File: config.mk
export PLATFORM = sky130hd
export DESIGN_NAME = c_deser_fd_v5_0_flat
export DESIGN_NICKNAME = d
export VERILOG_FILES = /design/src/rtl/c_deser_fd_v5_0_if.sv /design/src/rtl/c_deser_fd_v5_0.sv /design/src/flat_wrapper.sv
export SDC_FILE = /design/constraint.sdc
export NUM_CORES = 1
export LEC_CHECK = 0
export BUFFER_PORTS_ARGS = -buffer_cell sky130_fd_sc_hd__buf_2
export CAP_MARGIN = 10
export CORE_ASPECT_RATIO = 1.2
export CORE_MARGIN = 2
export CORE_UTILIZATION = 54
export CTS_CLUSTER_SIZE = 16
export DETAILED_ROUTE_END_ITERATION = 8
export PLACE_DENSITY = 0.77
export SETUP_SLACK_MARGIN = 0.02
export SLEW_MARGIN = 20
export SYNTH_ARGS = -nofsm -noshare
export SYNTH_HDL_FRONTEND = slang
export SYNTH_SLANG_ARGS = --single-unit
File: constraint.sdc
create_clock -name CLK -period 2.29 [get_ports CLK]
set_clock_uncertainty 0.05 [all_clocks]
set_input_delay 0.1145 -clock CLK [delete_from_list [all_inputs] [get_ports CLK]]
set_output_delay 0.1145 -clock CLK [all_outputs]
set_load 0.05 [all_outputs]
File: src/rtl/c_deser_fd_v5_0_if.sv
// Word-side and bit-side signals of the serial deserializer.
// The deserializer sits on the slave modport; the bit source and word consumer sit on master.
interface c_deser_fd_v5_0_if #(
    parameter int C_WIDTH = 16
);
    logic               sdin;
    logic               sdin_valid;
    logic               sync;
    logic [C_WIDTH-1:0] q;
    logic               q_valid;
    logic               q_ready;
    logic               aligned;
    logic               overrun;
    logic               ovr_clr;

    modport master (
        output sdin, sdin_valid, sync, q_ready, ovr_clr,
        input  q, q_valid, aligned, overrun
    );

    modport slave (
        input  sdin, sdin_valid, sync, q_ready, ovr_clr,
        output q, q_valid, aligned, overrun
    );
endinterface

File: src/rtl/c_deser_fd_v5_0.sv
// Serial-to-parallel receiver: frames on SYNC, assembles C_WIDTH-bit words and
// hands them out through a registered valid/ready stage with a sticky overrun flag.
module c_deser_fd_v5_0 #(
    parameter int C_WIDTH      = 16,
    parameter int C_SHIFT_TYPE = 0,
    parameter int C_HAS_CE     = 0,
    parameter int C_NEED_SYNC  = 1
) (
    input  logic CLK,
    input  logic SCLR_N,
    input  logic CE,
    c_deser_fd_v5_0_if.slave bus
);
    localparam int CW = (C_WIDTH > 1) ? $clog2(C_WIDTH) : 1;
    localparam logic [CW-1:0] LAST = CW'(C_WIDTH - 1);

    logic               ce_i;
    logic               accept;
    logic               complete;
    logic               ovr_set;
    logic [CW-1:0]      cnt;
    logic [CW-1:0]      bit_idx;
    logic [C_WIDTH-1:0] sreg;
    logic [C_WIDTH-1:0] word;
    logic [C_WIDTH-1:0] q_r;
    logic               q_valid_r;
    logic               aligned_r;
    logic               overrun_r;

    assign ce_i     = (C_HAS_CE != 0) ? CE : 1'b1;
    // A SYNC bit is accepted even before alignment and always counts as bit 0.
    assign accept   = ce_i & bus.sdin_valid & (aligned_r | bus.sync);
    assign bit_idx  = bus.sync ? '0 : cnt;
    assign complete = accept & (bit_idx == LAST);
    assign ovr_set  = complete & q_valid_r & ~bus.q_ready;

    // Stale bits from an abandoned partial word are shifted out before the
    // next completion, so SYNC never needs to clear the shift register.
    generate
        if (C_WIDTH == 1) begin : g_w1
            assign word = bus.sdin;
        end else if (C_SHIFT_TYPE == 0) begin : g_lsb_first
            assign word = {bus.sdin, sreg[C_WIDTH-1:1]};
        end else begin : g_msb_first
            assign word = {sreg[C_WIDTH-2:0], bus.sdin};
        end
    endgenerate

    always_ff @(posedge CLK) begin
        if (!SCLR_N) begin
            sreg      <= '0;
            cnt       <= '0;
            q_r       <= '0;
            q_valid_r <= 1'b0;
            overrun_r <= 1'b0;
            aligned_r <= (C_NEED_SYNC == 0);
        end else if (ce_i) begin
            if (accept) begin
                sreg <= word;
                cnt  <= complete ? '0 : bit_idx + 1'b1;
                if (bus.sync)
                    aligned_r <= 1'b1;
            end

            if (complete) begin
                // A full holding register drops the new word; the counter still wraps.
                if (!q_valid_r || bus.q_ready) begin
                    q_r       <= word;
                    q_valid_r <= 1'b1;
                end
            end else if (q_valid_r && bus.q_ready) begin
                q_valid_r <= 1'b0;
            end

            overrun_r <= ovr_set | (overrun_r & ~bus.ovr_clr);
        end
    end

    assign bus.q       = q_r;
    assign bus.q_valid = q_valid_r;
    assign bus.aligned = aligned_r;
    assign bus.overrun = overrun_r;
endmodule

File: src/flat_wrapper.sv
// flat-port wrapper written by rule: the top's interface ports become plain ports
module c_deser_fd_v5_0_flat 
#(
    parameter int C_WIDTH      = 16,
    parameter int C_SHIFT_TYPE = 0,
    parameter int C_HAS_CE     = 0,
    parameter int C_NEED_SYNC  = 1
)
  (CLK, SCLR_N, CE, bus_sdin, bus_sdin_valid, bus_sync, bus_q_ready, bus_ovr_clr, bus_q, bus_q_valid, bus_aligned, bus_overrun);
  c_deser_fd_v5_0_if #(.C_WIDTH(C_WIDTH)) bus_i ();
  input  logic CLK;
  input  logic SCLR_N;
  input  logic CE;
  input wire logic [$bits(bus_i.sdin)-1:0] bus_sdin;
  input wire logic [$bits(bus_i.sdin_valid)-1:0] bus_sdin_valid;
  input wire logic [$bits(bus_i.sync)-1:0] bus_sync;
  input wire logic [$bits(bus_i.q_ready)-1:0] bus_q_ready;
  input wire logic [$bits(bus_i.ovr_clr)-1:0] bus_ovr_clr;
  output wire logic [$bits(bus_i.q)-1:0] bus_q;
  output wire logic [$bits(bus_i.q_valid)-1:0] bus_q_valid;
  output wire logic [$bits(bus_i.aligned)-1:0] bus_aligned;
  output wire logic [$bits(bus_i.overrun)-1:0] bus_overrun;
  assign bus_i.sdin = bus_sdin;
  assign bus_i.sdin_valid = bus_sdin_valid;
  assign bus_i.sync = bus_sync;
  assign bus_i.q_ready = bus_q_ready;
  assign bus_i.ovr_clr = bus_ovr_clr;
  assign bus_q = bus_i.q;
  assign bus_q_valid = bus_i.q_valid;
  assign bus_aligned = bus_i.aligned;
  assign bus_overrun = bus_i.overrun;
  c_deser_fd_v5_0 #(.C_WIDTH(C_WIDTH), .C_SHIFT_TYPE(C_SHIFT_TYPE), .C_HAS_CE(C_HAS_CE), .C_NEED_SYNC(C_NEED_SYNC)) u_core (.CLK(CLK), .SCLR_N(SCLR_N), .CE(CE), .bus(bus_i));
endmodule
==> out/summary.txt <==
Sink Count: 38
mapped cell area: 1540 sq um
Ant. Diodes: 0
RSZ-0062 raised after global routing: false
Congestion Overflow GR: 0
CTS max path bufs: 2
Initial Utilization: 0.556
Total Die Area: 3290 sq um
Synth Flop Type: dfxtp_1
max-slew violation count: 0
Critical Path AT: 2050 ps
highest-delay cell along the critical path: dfxtp_1
first-pass GRT wire length: 5060 um
Distinct cells, synth: 26
# IOs: 27
Max-Cap Viols: 0
Clk pin slew, worst setup/hold paths: 110 ps
FF+latch count, synth: 38
final setup TNS: 0 ps
Worst setup SP type: register
largest net degree at the start of global routing: 37
Max-slew headroom: 0.580
Yosys top cell area share: 0.496
CTS tree: done
Synth-to-Final Area Change: 13.9%
r2r endpoint: u_core.bus.q[15]
critical-path cell list: nand2b_1 -> inv_1 -> ha_1 -> nand4b_4 -> nor3_4 -> buf_4 -> mux2i_1
CP max stage delay: 380 ps
WHS Path Cells: 3
WP data required: 2510 ps
Port Buffers: 25
Synth area leader: dfxtp_1
CTS H-tree depth: 2
worst slew pin tran: 629 ps
pwr/cell area: 671 nW/um^2
worst-skew pair later-pin latency: 350 ps
final wirelength: 2870 um
final setup fails: 0
row cnt: 21
crit path max fanout: 16
Final #Nets: 212
Filler cells: 233
via density per instance: 5.34
die width: 52.7 um
Die H: 62.4 um
Detail Route Antenna Nets: 0
Crit Path Class: register to register
worst path buffer plus inverter count: 2
antenna violations before repair: 0
Top delay family on crit path: simple AND/OR/NAND/NOR gates
Final GP Congestion: 0.709
hold path startpoint: bus_sdin_valid
Hold EP: u_core.bus.aligned
Fin. Hold Viols: 0
Hold WC Path Type: input pin to register
reg2reg setup slack: 460 ps
EDFF count, synth: 0
1st-pass router iterations: 4
max frequency: 546 MHz
Mapped Cells: 178
Avg Inst Size Synth: 8.62 sq um
synth top area cells: dfxtp_1 (50%), nand2_1 (16%), mux2i_1 (10%), a21oi_1 (6.2%), clkbuf_1 (1.7%)
hold_buf cts: 2
Worst setup EP type: register
vias in the first global route: 1215
Period Utilization, post-route: 0.799
Residual DRC: 0
Post-CTS Resized: 0
reg2reg start: u_core.cnt[0]
DP HPWL: 1910 um
Lkg Pwr: 0.669 nW
Setup Buffers After CTS: 0
Final Instance Area: 1750 sq um
Root Buffer: clkbuf_4
Reg2Reg Depth: 7
Seq/Total Area, Yosys: 0.496
Core Box Area: 2760 sq um
Max VDD drop: 531 uV
layout cells sized above 1: 0.181
status: finished, final reports clean
1st-iter DRT viols: 35
total number of vias: 1272
Async SR Flop Fraction: 0
Global Route Usage Sum: 0.206
routed wire length per instance: 12.0 um
minimum clock period: 1830 ps
placed inst area: 1650 sq um
syn nets: 187
CTS Buf Count: 5
Yosys warning count: 0
## worst max path at each step
stage               cells past startpoint  slack (ps)               end                from
global route                            7         320   u_core.bus.q[0]       u_core.cnt[0]
finish                                  7         460  u_core.bus.q[15]       u_core.cnt[0]
CTS                                     7         430  u_core.bus.q[15]       u_core.cnt[0]
global placement                        8         620   u_core.bus.q[0]            bus_sync
floorplan                               4         460  u_core.bus.q[10]  u_core.bus.aligned
detailed placement                      8         470  u_core.bus.q[15]            bus_sync
## area by class of cell
cell class | instances | area [sq um] | share of cell area
clock buffers | 7 | 45.0 | 0.0258
clock inverters | 1 | 30.0 | 0.0172
inverters | 3 | 11.3 | 0.00644
multi-input cells | 125 | 691 | 0.395
flip-flops and latches | 38 | 761 | 0.435
well taps | 34 | 42.5 | 0.0243
repair buffers | 30 | 168 | 0.0959
## logic make-up after synthesis
group                    share of synthesized area
buffers and inverters                       0.0546
AO/OA/AOI/OAI                                0.108
multiplexers                                 0.104
AND/OR/NAND/NOR                              0.230
flip-flops                                   0.496
adder cells (fa/ha/maj)                    0.00815
## metal layers
metal	routed length, um	vias up	part of all wire	global-route usage
met5	0	-	0	0
met2	1450	29	0.51	0.342
met1	1210	594	0.42	0.229
met4	72	0	0.025	0.119
li1	-	640	-	-
met3	124	9	0.043	0.0526
## through the flow
| stage | hold slack [ps] | setup slack, ps | total power, mW | util | std cells |
|---|---|---|---|---|---|
| global route | 53.7 | 318 | 1.21 | 0.634 | 238 |
| CTS | 29.1 | 430 | 1.18 | 0.634 | 238 |
| global placement | 324 | 619 | 0.738 | 0.599 | 228 |
| finish | 32.9 | 459 | 1.17 | 0.634 | 238 |
| floorplan | 200 | 459 | 0.726 | - | 178 |
| detailed placement | 329 | 475 | 0.740 | 0.599 | 228 |
## placed cells by master, fill, tap and decap left out, types with 2 or more instances in the layout
cell            n
dlygate4sd3_1   2
buf_2          25
clkbuf_4        5
mux2i_1        16
inv_1           3
dfxtp_1        38
o21ai_0         2
o21a_1          2
buf_4           3
a21oi_1        19
nor2_1          2
clkbuf_1        2
nand2_1        67
o211ai_1        2
nand2b_1        2
## worst reg2reg max path, stage by stage, from the launching register on
cell and delay, ps:
dfxtp_1 380, nand2b_1 90, inv_1 70, ha_1 240
nand4b_4 180, nor3_4 190, buf_4 290, mux2i_1 260
## power by group
| part | internal (mW) | leakage [nW] | total, mW | switching (mW) |
|---|---|---|---|---|
| sequential | 0.665 | 0.307 | 0.669 | 0.00378 |
| combinational | 0.0172 | 0.323 | 0.0594 | 0.0422 |
| clock | 0.232 | 0.0395 | 0.444 | 0.213 |
## cell usage after synthesis (2+ instances only)
master,number
nand2b_1,2
o21a_1,2
nor2_1,2
inv_1,3
nand2_1,67
clkbuf_1,7
buf_2,3
dfxtp_1,38
a21oi_1,19
mux2i_1,16
o21ai_0,3
o211ai_1,2
## sequential cells by signal, summed over array words and instances (netlist names)
register / flops
u_core.bus.q: 16
u_core.bus.overrun: 1
u_core.bus.aligned: 1
u_core.bus.q_valid: 1
u_core.sreg: 15
u_core.cnt: 4
Note: power is estimated with default switching activity, not from simulation.
